==> config.mk <==
export PLATFORM = sky130hd
export DESIGN_NAME = pic_cascade_ack_flat
export DESIGN_NICKNAME = d
export VERILOG_FILES = /design/src/rtl/pic_cascade_ack_if.sv /design/src/rtl/pic_cascade_ack.sv /design/src/flat_wrapper.sv
export SDC_FILE = /design/constraint.sdc
export NUM_CORES = 1
export LEC_CHECK = 0
export ABC_CLOCK_PERIOD_IN_PS = 1500
export CORE_MARGIN = 5
export CORE_UTILIZATION = 32
export CTS_BUF_LIST = sky130_fd_sc_hd__clkbuf_4 sky130_fd_sc_hd__clkbuf_8
export DETAILED_ROUTE_END_ITERATION = 16
export GPL_ROUTABILITY_DRIVEN = 0
export HOLD_SLACK_MARGIN = 0.1
export PLACE_DENSITY = 0.76
export SYNTH_ARGS = -nofsm -noshare
export SYNTH_HDL_FRONTEND = slang
export SYNTH_SLANG_ARGS = --single-unit
==> constraint.sdc <==
create_clock -name clk -period 1.5 [get_ports clk]
set_clock_uncertainty 0.1 [all_clocks]
set_input_delay 0.225 -clock clk [delete_from_list [all_inputs] [get_ports clk]]
set_output_delay 0.225 -clock clk [all_outputs]
set_load 0.01 [all_outputs]
==> src/rtl/pic_cascade_ack_if.sv <==
// pic_cascade_ack_if: PIC-side and CPU-side signals of the cascade acknowledge sequencer
interface pic_cascade_ack_if #(
   parameter int SPUR_CNT_W = 8
);
   logic                  cpu_if;
   logic                  m_irq_valid;
   logic [7:0]            m_irq_data;
   logic                  m_slave_active;
   logic                  m_irq_ack;
   logic                  s_irq_valid;
   logic [7:0]            s_irq_data;
   logic                  s_irq_ack;
   logic                  cpu_int_valid;
   logic [7:0]            cpu_int_vector;
   logic                  cpu_int_ready;
   logic                  busy;
   logic [SPUR_CNT_W-1:0] spurious_cnt;
   modport master (
      input  cpu_if, m_irq_valid, m_irq_data, m_slave_active, s_irq_valid, s_irq_data, cpu_int_ready,
      output m_irq_ack, s_irq_ack, cpu_int_valid, cpu_int_vector, busy, spurious_cnt
   );
   modport slave (
      output cpu_if, m_irq_valid, m_irq_data, m_slave_active, s_irq_valid, s_irq_data, cpu_int_ready,
      input  m_irq_ack, s_irq_ack, cpu_int_valid, cpu_int_vector, busy, spurious_cnt
   );
endinterface

==> src/rtl/pic_cascade_ack.sv <==
// pic_cascade_ack: interrupt-acknowledge sequencer for a cascaded 8259 pair; PIC_CASCADE_TIMEOUT_EN enables the slave-timeout spurious path
module pic_cascade_ack #(
   parameter int TIMEOUT    = 16,
   parameter int SPUR_CNT_W = 8
) (
   input logic               clk,
   input logic               resetn,
   pic_cascade_ack_if.master bus
);
   typedef enum logic [1:0] {IDLE, WAIT_SLAVE, PRESENT} state_t;
   state_t     state_q;
   logic [7:0] vec_q;
   logic       valid_q;
   logic       take_m, casc, abort, slave_go, spur_go;
`ifdef PIC_CASCADE_TIMEOUT_EN
   logic [7:0]            timer_q;
   logic [SPUR_CNT_W-1:0] spur_q;
`endif
   // Decode the transition firing this cycle; acks are taken straight from it so they align with the PIC's registered data
   always_comb begin
      take_m   = state_q == IDLE && bus.m_irq_valid && bus.cpu_if && !bus.m_slave_active;
      casc     = state_q == IDLE && bus.m_irq_valid && bus.cpu_if && bus.m_slave_active;
      abort    = state_q == WAIT_SLAVE && (!bus.m_irq_valid || !bus.m_slave_active);
      slave_go = state_q == WAIT_SLAVE && !abort && bus.s_irq_valid;
`ifdef PIC_CASCADE_TIMEOUT_EN
      spur_go  = state_q == WAIT_SLAVE && !abort && !bus.s_irq_valid && timer_q == 8'(TIMEOUT - 1);
`else
      spur_go  = 1'b0;
`endif
   end
   assign bus.m_irq_ack      = take_m | slave_go | spur_go;
   assign bus.s_irq_ack      = slave_go;
   assign bus.cpu_int_valid  = valid_q;
   assign bus.cpu_int_vector = vec_q;
   assign bus.busy           = state_q != IDLE;
   // Sequencer: latch the vector on ack, hold it until the CPU takes it
   always_ff @(posedge clk or negedge resetn) begin
      if (!resetn) begin
         state_q <= IDLE;
         vec_q   <= 8'h00;
         valid_q <= 1'b0;
      end else if (take_m || slave_go || spur_go) begin
         state_q <= PRESENT;
         valid_q <= 1'b1;
         vec_q   <= take_m ? bus.m_irq_data : slave_go ? bus.s_irq_data : {bus.s_irq_data[7:3], 3'b111};
      end else if (casc) begin
         state_q <= WAIT_SLAVE;
      end else if (abort) begin
         state_q <= IDLE;
      end else if (state_q == PRESENT && bus.cpu_int_ready) begin
         state_q <= IDLE;
         valid_q <= 1'b0;
      end
   end
`ifdef PIC_CASCADE_TIMEOUT_EN
   // Slave-answer timer and saturating spurious counter
   always_ff @(posedge clk or negedge resetn) begin
      if (!resetn) begin
         timer_q <= 8'd0;
         spur_q  <= '0;
      end else begin
         timer_q <= casc ? 8'd0 : (state_q == WAIT_SLAVE && !abort && !slave_go && !spur_go) ? timer_q + 8'd1 : timer_q;
         if (spur_go && spur_q != '1) spur_q <= spur_q + 1'b1;
      end
   end
   assign bus.spurious_cnt = spur_q;
`else
   assign bus.spurious_cnt = '0;
`endif
endmodule

==> src/flat_wrapper.sv <==
// flat-port wrapper written by rule: the top's interface ports become plain ports
module pic_cascade_ack_flat 
#(
   parameter int TIMEOUT    = 16,
   parameter int SPUR_CNT_W = 8
)
  (clk, resetn, bus_cpu_if, bus_m_irq_valid, bus_m_irq_data, bus_m_slave_active, bus_s_irq_valid, bus_s_irq_data, bus_cpu_int_ready, bus_m_irq_ack, bus_s_irq_ack, bus_cpu_int_valid, bus_cpu_int_vector, bus_busy, bus_spurious_cnt);
  pic_cascade_ack_if #(.SPUR_CNT_W(SPUR_CNT_W)) bus_i ();
  input logic clk;
  input logic resetn;
  input wire logic [$bits(bus_i.cpu_if)-1:0] bus_cpu_if;
  input wire logic [$bits(bus_i.m_irq_valid)-1:0] bus_m_irq_valid;
  input wire logic [$bits(bus_i.m_irq_data)-1:0] bus_m_irq_data;
  input wire logic [$bits(bus_i.m_slave_active)-1:0] bus_m_slave_active;
  input wire logic [$bits(bus_i.s_irq_valid)-1:0] bus_s_irq_valid;
  input wire logic [$bits(bus_i.s_irq_data)-1:0] bus_s_irq_data;
  input wire logic [$bits(bus_i.cpu_int_ready)-1:0] bus_cpu_int_ready;
  output wire logic [$bits(bus_i.m_irq_ack)-1:0] bus_m_irq_ack;
  output wire logic [$bits(bus_i.s_irq_ack)-1:0] bus_s_irq_ack;
  output wire logic [$bits(bus_i.cpu_int_valid)-1:0] bus_cpu_int_valid;
  output wire logic [$bits(bus_i.cpu_int_vector)-1:0] bus_cpu_int_vector;
  output wire logic [$bits(bus_i.busy)-1:0] bus_busy;
  output wire logic [$bits(bus_i.spurious_cnt)-1:0] bus_spurious_cnt;
  assign bus_i.cpu_if = bus_cpu_if;
  assign bus_i.m_irq_valid = bus_m_irq_valid;
  assign bus_i.m_irq_data = bus_m_irq_data;
  assign bus_i.m_slave_active = bus_m_slave_active;
  assign bus_i.s_irq_valid = bus_s_irq_valid;
  assign bus_i.s_irq_data = bus_s_irq_data;
  assign bus_i.cpu_int_ready = bus_cpu_int_ready;
  assign bus_m_irq_ack = bus_i.m_irq_ack;
  assign bus_s_irq_ack = bus_i.s_irq_ack;
  assign bus_cpu_int_valid = bus_i.cpu_int_valid;
  assign bus_cpu_int_vector = bus_i.cpu_int_vector;
  assign bus_busy = bus_i.busy;
  assign bus_spurious_cnt = bus_i.spurious_cnt;
  pic_cascade_ack #(.TIMEOUT(TIMEOUT), .SPUR_CNT_W(SPUR_CNT_W)) u_core (.clk(clk), .resetn(resetn), .bus(bus_i));
endmodule
==> metrics.yaml <==
power:
  peakVddDrop_uv: 498
  leakage_nw: 0.599
  sw_frac_of_total: 0.295
  power.density_nw_per_um2: 981
  p_switching_uw: 322
  pwr-share-comb: 0.420
  sequentialPowerShare: 0.385
  p_clk_frac: 0.196
  p_total_mw: 1.09
  p_int_uw: 768
clock_network:
  cts_buffers: 3
  cts_buffer_depth: 2
  htree_levels: 1
  path_clk_slew_ps: 70
  cts_sinks: 11
  insertion_delay_ps: 260
  cts_tree: "yes"
  cts_root_buf: "clkbuf_4"
timing:
  whs_ps: 193
  rsz0062_at_grt: "true"
  layout_min_cycle_time_ps: 1630
  fin_crit_sh: 1.08
  max_freq_mhz: 615
  hold_violations: 0
  setup_tns_ps: -922
  setup_violations: 11
  setup_slack_ps: -126
  report.final.slew_viol_count: 0
yosys:
  syn_area_um2: 622
  synth.yosys.warnings: 0
  yosys.area.top_type: "dfrtp_1"
  synth_top_area_frac: 0.443
  synthCells: 64
  ys_top_cells_by_area: "dfrtp_1, mux2i_1, buf_4"
  ys_seq_area_frac: 0.443
  avgSynthCellArea_um2: 9.72
  synth_cell_type_count: 20
  ys_ff_latch: 11
global_route:
  grt_max_degree: 12
  antenna_found_initial: 0
  grt_pass1_vias: 607
  grt_remaining_overflow: 0
  grt_usage: 0.125
  grt_pass1_wl_um: 2600
routing:
  wl_met2_um: 944
  via_count: 604
  dr_wl_met3_um: 201
  top_layer: "met3"
  totalWireLength_um: 1820
  routed_via_density: 4.44
  drc: 0
  drtIter0Drc: 12
  drt_first_pass_iters: 4
  wl_per_cell_um: 13.4
  antenna_left: 0
  wl_met1_um: 675
floorplanning:
  die_h_um: 54.1
  rows: 16
  die_x_um: 54.1
  die_area_um2: 2920
  core_um2: 1900
  num_io_pins: 43
  initial_core_util: 0.327
setup_path:
  cp-start-kind: "register"
  cp.required_ps: 1170
  end_kind: "primary output"
  arrival_ps: 1300
  cp_top_family: "flip-flops"
  max_stage_delay_ps: 390
  crit_path_cell_trace: "or3b_4 > a21oi_4 > buf_6"
  crit_type: "register to primary output"
  crit_fanout: 2
  slowest_stage: "dfrtp_1"
  cp.buffers_inverters: 1
cells_and_area:
  final_util: 0.584
  nFillCells: 165
  area_growth_pct: 78.7
  antenna_cells: 0
  multi_input_area_um2: 305
  drive_above_1_share: 0.193
  nets: 133
  register_area_um2: 275
status:
  status: "finished with violations"
  violations: "setup timing"
placement:
  hpwlAfterDp_um: 1310
  port-buffer-count: 34
run:
  drv_cap: 0
min_path:
  hp-class: "primary input to asynchronous set/reset pin"
[cells by family (layout without fill, tap and decap cells)]
group	after synthesis	in the layout	share of synthesized area
and+or+nand+nor	20	20	0.163
AOI/OAI and AO/OA	13	13	0.131
DFF	11	11	0.443
buffers and inverters	11	49	0.129
muxes	8	8	0.129
other	1	8	0.00603
[placed cells by master, fill, tap and decap left out, types with 2 or more instances in the layout]
| master | count |
|---|---|
| a21o_1 | 2 |
| clkdlybuf4s50_1 | 20 |
| mux2i_1 | 8 |
| nor2_1 | 8 |
| clkbuf_4 | 4 |
| conb_1 | 8 |
| dlymetal6s2s_1 | 10 |
| dfrtp_1 | 11 |
| buf_4 | 8 |
| nand2_1 | 3 |
| buf_2 | 2 |
| nand2b_1 | 2 |
| a21oi_1 | 9 |
[per-stage QoR]
stage | cells | cell area (um2) | setup slack, ps
global placement | 130 | 1010 | -612
finish | 136 | 1110 | -126
detailed placement | 130 | 1010 | -622
CTS | 136 | 1080 | -195
floorplan | 71 | 648 | -23.1
global route | 136 | 1110 | -186
[final timing paths]
path / endpoint / cells past startpoint / slack [ps] / start
worst max-delay path: bus_m_irq_ack / 3 / -130 / u_core.state_q[0]
worst min-delay path: u_core.bus.cpu_int_vector[0] / 1 / 190 / resetn
worst max register to register: u_core.bus.cpu_int_vector[4] / 5 / -100 / u_core.state_q[0]
worst min register to register: u_core.bus.cpu_int_valid / 1 / 380 / u_core.bus.cpu_int_valid
max in group asynchronous: u_core.bus.cpu_int_vector[2] / 1 / 780 / resetn
min in group clk: u_core.bus.cpu_int_valid / 1 / 380 / u_core.bus.cpu_int_valid
[repair_timing]
action,4_1_cts,5_1_grt
pin swaps,2,2
setup endpoints to repair,11,21
resized for setup,18,11
hold buffers,0,0
setup buffers,1,0
cloned,1,0
[synth_stat cells (all sizes together)]
cell,number
a21o,2
a21oi,10
buf,9
clkbuf,1
conb,1
dfrtp,11
inv,1
mux2i,8
nand2,3
nand2b,2
nand3,1
nand3b,1
nand4b,1
nor2,9
nor2b,1
nor3,1
o21ai,1
or3b,1
[sequential cells by signal, indices dropped and copies added, names as in the netlist]
register,flops
u_core.bus.cpu_int_valid,1
u_core.bus.cpu_int_vector,8
u_core.state_q,2
[routing by layer]
metal  up-vias  global-route usage
met4         0              0.0249
met1       279               0.125
met2        30               0.250
met3         0              0.0360
li1        295                   -
met5         -                   0
[worst reg2reg max path, delay by kind of cell, from the launching register on]
family / cells / cell delay (ps)
compound gates: 2 / 210
buf+inv: 2 / 410
flops: 1 / 390
simple gates: 1 / 380
[area by class of cell]
type | instances | share of cell area
timing repair buffer | 44 | 0.417
multi-input combinational | 49 | 0.275
tap | 27 | 0.0304
clock buffer | 4 | 0.0270
inverter | 1 | 0.00338
sequential | 11 | 0.248
[power by group through the flow]
stage / clock network (mW) / logic [mW] / registers [mW]
6_report: 0.213 / 0.457 / 0.419
4_1_cts: 0.225 / 0.482 / 0.424
2_1_floorplan: 0 / 0.149 / 0.470
3_5_place_dp: 0 / 0.460 / 0.430
3_3_place_gp: 0 / 0.450 / 0.426
5_1_grt: 0.248 / 0.495 / 0.433
Power figures use the tool's default switching activity.
